[config.mk]
export PLATFORM = sky130hd
export DESIGN_NAME = priority_encoder_stream
export DESIGN_NICKNAME = d
export VERILOG_FILES = /design/src/rtl/priority_encoder_stream.sv
export SDC_FILE = /design/constraint.sdc
export NUM_CORES = 1
export LEC_CHECK = 0
export ABC_AREA = 1
export CORE_UTILIZATION = 50
export CTS_BUF_LIST = sky130_fd_sc_hd__clkbuf_16
export CTS_CLUSTER_DIAMETER = 150
export DETAILED_ROUTE_END_ITERATION = 7
export HOLD_SLACK_MARGIN = 0.02
export PLACE_DENSITY = 0.75
export SYNTH_ARGS = -nofsm -noshare
export SYNTH_HDL_FRONTEND = slang
export SYNTH_SLANG_ARGS = --single-unit
[constraint.sdc]
create_clock -name clk -period 4.69 [get_ports clk]
set_input_delay 0.938 -clock clk [delete_from_list [all_inputs] [get_ports clk]]
set_output_delay 0.938 -clock clk [all_outputs]
set_load 0.01 [all_outputs]
[src/rtl/priority_encoder_stream.sv]
// Streaming priority encoder: accepts a W-bit request vector and walks its set
// bits in priority order, emitting up to LANES indices per output beat.
//
// state | meaning
// IDLE  | no vector held, in_ready high, out_valid low
// BUSY  | a beat is presented on out_*; res holds bits not yet presented
//
// res always holds the bits that remain *after* the beat currently on out_*,
// so out_last and the next beat can both be decided from res alone.
module priority_encoder_stream #(
   parameter int W     = 16,
   parameter int LANES = 2,
   parameter int DIR   = 0,
   localparam int IW   = $clog2(W)
) (
   input  logic                clk,
   input  logic                rst_n,
   input  logic                in_valid,
   output logic                in_ready,
   input  logic [W-1:0]        in_vec,
   output logic                out_valid,
   input  logic                out_ready,
   output logic [LANES*IW-1:0] out_index,
   output logic [LANES-1:0]    out_mask,
   output logic                out_last,
   output logic                out_empty
);

   typedef enum logic {IDLE = 1'b0, BUSY = 1'b1} state_t;

   state_t              state;
   logic [W-1:0]        res;

   logic                fire_out;
   logic                accept;
   logic [W-1:0]        src;
   logic [W-1:0]        rem;
   logic [LANES*IW-1:0] sel_index;
   logic [LANES-1:0]    sel_mask;
   logic                sel_last;
   logic                sel_empty;

   assign fire_out = out_valid && out_ready;
   assign in_ready = (state == IDLE) || (fire_out && out_last);
   assign accept   = in_valid && in_ready;

   // Pick up to LANES set bits from the next source (new vector or residual),
   // one find-first per lane, masking each winner before the next lane looks.
   always_comb begin
      src       = accept ? in_vec : res;
      rem       = src;
      sel_index = '0;
      sel_mask  = '0;
      for (int k = 0; k < LANES; k++) begin
         logic hit;
         int   pos;
         hit = 1'b0;
         pos = 0;
         for (int j = 0; j < W; j++) begin
            pos = (DIR != 0) ? (W - 1 - j) : j;
            if (!hit && rem[pos]) begin
               hit                     = 1'b1;
               sel_index[k*IW +: IW]   = IW'(pos);
               sel_mask[k]             = 1'b1;
               rem[pos]                = 1'b0;
            end
         end
      end
      sel_last  = (rem == '0);
      sel_empty = (src == '0);
   end

   // Control FSM with registered beat outputs; a new vector may be taken in
   // the same cycle the final beat of the previous one is consumed.
   always_ff @(posedge clk or negedge rst_n) begin
      if (!rst_n) begin
         state     <= IDLE;
         res       <= '0;
         out_valid <= 1'b0;
         out_index <= '0;
         out_mask  <= '0;
         out_last  <= 1'b0;
         out_empty <= 1'b0;
      end else if (accept || (fire_out && !out_last)) begin
         state     <= BUSY;
         res       <= rem;
         out_valid <= 1'b1;
         out_index <= sel_index;
         out_mask  <= sel_mask;
         out_last  <= sel_last;
         out_empty <= sel_empty;
      end else if (fire_out) begin
         state     <= IDLE;
         res       <= '0;
         out_valid <= 1'b0;
         out_index <= '0;
         out_mask  <= '0;
         out_last  <= 1'b0;
         out_empty <= 1'b0;
      end
   end

   logic [LANES-1:0] mask_inc;
   assign mask_inc = out_mask + 1'b1;

   // Structural sanity on the presented beat.
   a_idle_no_valid : assert property (@(posedge clk) disable iff (!rst_n)
      (state == IDLE) |-> !out_valid);
   a_mask_contig : assert property (@(posedge clk) disable iff (!rst_n)
      (out_mask & mask_inc) == '0);

   for (genvar g = 0; g < LANES - 1; g++) begin : g_mono
      a_monotonic : assert property (@(posedge clk) disable iff (!rst_n)
         out_mask[g+1] |-> ((DIR != 0)
            ? (out_index[(g+1)*IW +: IW] < out_index[g*IW +: IW])
            : (out_index[(g+1)*IW +: IW] > out_index[g*IW +: IW])));
   end

endmodule

==> impl_metrics.yaml <==
clocking:
  post_cts.repair.setup_buffers: 0
  cts_hold_buf: 0
  cts_sinks: 27
  clkTransAtPathRegs_ns: 0.07
  h-tree-depth: 1
  cts_root_buffer: "clkbuf_16"
  clkLatencyLatePin_ns: 0.27
  cts_tree: "built"
  cts_buffer_depth: 2
  cts_buffers: 3
  cts_resized: 0
placed_design:
  dp_hpwl_um: 3980
  place.gp.congestion: 0.916
  portBuffers: 33
  place_inst: 382
synthesis:
  ys_seq_area_share_pct: 32.5
  synth-xor-area-share_pct: 0
  synthAdderAreaFrac_pct: 0
  syn_nets: 324
  ys_ff_latch: 27
  synthesis.instances: 304
  netlist_area_um2: 2080
  yosys_warnings: 0
  synth-simple-area-share_pct: 41.5
  synth_cell_types: 33
  syn_area_per_cell_um2: 6.84
  synth_top_family_by_area: "simple AND/OR/NAND/NOR gates"
  synth_area_leader_cell: "dfrtp_1"
  synthMuxAreaShare_pct: 0
  synthTopCellsByArea: "dfrtp_1, nand2_1, inv_1"
  synth_compound_area_share_pct: 15.4
  synth_top_cell_area_share_pct: 32.5
min_path:
  min_path_type: "reg -> reg"
  worstHoldPathCells: 2
worst_setup_path:
  crit_top_cell: "nand2_1"
  critical_path.endpoint_type: "flip-flop"
  cp_cell_sequence: "clkdlybuf4s50_1 -> nand2_8 -> nand2_1 -> nand2_1 -> nand2_1 -> nand2_1 -> nand3_1 -> nor2_1 -> nand3_1 -> nor2_1 -> nand4_1 -> nor2_2 -> nand4_1 -> o21ai_1 -> nand2_1"
  slowest_stage: "clkdlybuf4s50_1"
  worstPathRequired_ns: 4.85
  crit_arrival_ns: 3.56
  reg2regPathDepth: 16
  critPathTopFamily: "simple AND/OR/NAND/NOR gates"
  critical_path_class: "in -> reg"
  startpoint_type: "primary input"
  crit_path_max_fanout: 27
  max_stage_delay_ns: 0.60
  path_depth: 15
  worst-path-buf-inv: 1
timing:
  drv_slew: 0
  setup_viol: 0
  rsz0062_at_grt: "no"
  max_slew_margin_pct: 67.8
  setup_tns_ns: 0
  worst-slew-pin-transition_ns: 0.483
  skew_ns: 0.00744
  fin_crit_sh_pct: 72.6
  fmax_ghz: 0.294
  finalHoldViolCount: 0
  min_period_ns: 3.41
power:
  p_leak_uw: 0.00137
  ir_drop_mv: 0.344
  finalPower_uw: 1600
  cellPowerDensity_nw_per_um2: 635
routing:
  wl_per_cell_um: 14.1
  drcViolationCount: 0
  postRouteWirelength_um: 5450
  firstDrtPassIters: 4
  viasPerCell: 5.25
  vias: 2025
  drtIter0Drc: 153
  drtAntennaViolNets: 0
die:
  std_cell_rows: 23
  core_area_um2: 4000
  die_w_um: 66.5
  die-area_um2: 4420
  io_pins: 34
  fp.dieH_um: 66.5
  start_util_pct: 52.0
grt:
  first_global_vias: 1929
  grtUsageTotal_pct: 26.4
  grt_first_pass_wirelength_um: 8740
  grt_max_degree: 28
  grt_overflow_total: 0
  antenna_found_initial: 0
cells_and_area:
  fill_cells: 383
  syn2layout_area_growth_pct: 21.5
  finalNonFillerCells: 386
  diodes: 0
  drive_gt1_share_pct: 14.6
  fin_nets: 357
flow_run:
  max-cap-violations: 0
outcome:
  status: "finished clean"
## registers in the layout (all words and copies together), names as in the netlist
| signal | flops |
|---|---|
| res | 14 |
| out_index | 8 |
| out_mask | 2 |
| out_empty | 1 |
| out_last | 1 |
| state | 1 |
## cell usage after synthesis
cell type	number
nand4_4	1
nor3_1	2
buf_2	2
o22ai_1	8
o21ai_1	5
nor2_1	24
buf_6	2
nor2_4	4
o2111ai_1	1
nor4_1	1
o211ai_1	2
a22o_1	2
clkbuf_1	3
nand2_4	4
inv_1	41
nand4_1	10
inv_2	6
a21o_1	1
o21a_1	2
nand3_1	20
a31oi_1	1
nand4_2	2
a21oi_1	8
dfrtp_1	27
a41oi_1	1
nor2_2	7
nand2_8	1
nand2_1	84
o21ai_0	14
o211ai_2	1
nand3_2	1
nand2_2	11
o21ai_2	5
## report_power, final
| group | leakage [uW] | switching [uW] | total (uW) | internal (uW) |
|---|---|---|---|---|
| clock network | 0.0000371 | 87.0 | 203 | 116 |
| registers | 0.000357 | 36.3 | 341 | 305 |
| logic | 0.000976 | 674 | 1060 | 386 |
## final timing paths
check | from | end | slack (ns)
min in group asynchronous | rst_n | res[11]$_DFFE_PN0P_ | 1.04
worst min register to register | out_index[0]$_DFFE_PN0P_ | out_index[0]$_DFFE_PN0P_ | 0.48
worst max register to register | out_last$_DFFE_PN0P_ | out_mask[1]$_DFFE_PN0P_ | 2.02
worst max-delay path | in_valid | out_mask[1]$_DFFE_PN0P_ | 1.28
max in group asynchronous | rst_n | res[6]$_DFFE_PN0P_ | 3.37
worst min-delay path | out_index[0]$_DFFE_PN0P_ | out_index[0]$_DFFE_PN0P_ | 0.48
## worst register-to-register path, stage by stage, from the launching register on
cell,delay (ns)
dfrtp_1,0.44
nand2_2,0.10
nand2_4,0.10
nand2_8,0.19
nand2_1,0.07
nand2_1,0.14
nand2_1,0.12
nand2_1,0.14
nand3_1,0.10
nor2_1,0.16
nand3_1,0.15
nor2_1,0.16
nand4_1,0.19
nor2_2,0.14
nand4_1,0.12
o21ai_1,0.16
nand2_1,0.08
## cells by family after synthesis
logic type	count (synthesis)
compound gates	51
buf+inv	54
flops	27
simple gates	172
## cell type report
type | instances | area (um2) | share of cell area [%]
timing repair buffer | 35 | 345 | 13.7
multi-input combinational | 223 | 1180 | 46.9
clock buffer | 3 | 75.1 | 2.97
clock inverter | 1 | 7.51 | 0.297
tap | 50 | 62.6 | 2.48
sequential | 27 | 676 | 26.7
inverter | 47 | 176 | 6.98
## per-stage QoR
stage | utilization, % | area (um2) | hold WS [ns] | setup slack, ns
after floorplan | - | 2080 | 0.453 | 2.02
after global placement | 61.1 | 2440 | 0.469 | 1.13
after detailed placement | 61.1 | 2440 | 0.465 | 1.07
after CTS | 63.2 | 2530 | 0.490 | 1.34
after global routing | 63.2 | 2530 | 0.508 | 0.991
final | 63.2 | 2530 | 0.483 | 1.28
## cells in the final DEF, fill, tap and decap left out, types with 3 or more instances in the layout
cell and n:
o22ai_1 8, nor2_4 4, inv_1 41, nand2_1 84, nand3_1 20, dfrtp_1 27, nand2_2 11, o21ai_1 5
nand2_4 4, nor2_2 7, clkdlybuf4s50_1 33, nand4_1 10, o21ai_0 14, nor2_1 24, a21oi_1 8, o21ai_2 5
clkbuf_16 3, inv_2 6
## per-layer routing
layer / track usage [%] / up-vias / wire length [um]
met2: 42.0 / 56 / 2420
li1: - / 1055 / -
met5: 0 / - / 0
met1: 35.6 / 906 / 2630
met3: 4.79 / 8 / 292
met4: 9.31 / 0 / 103
(Power assumes the default switching activity.)
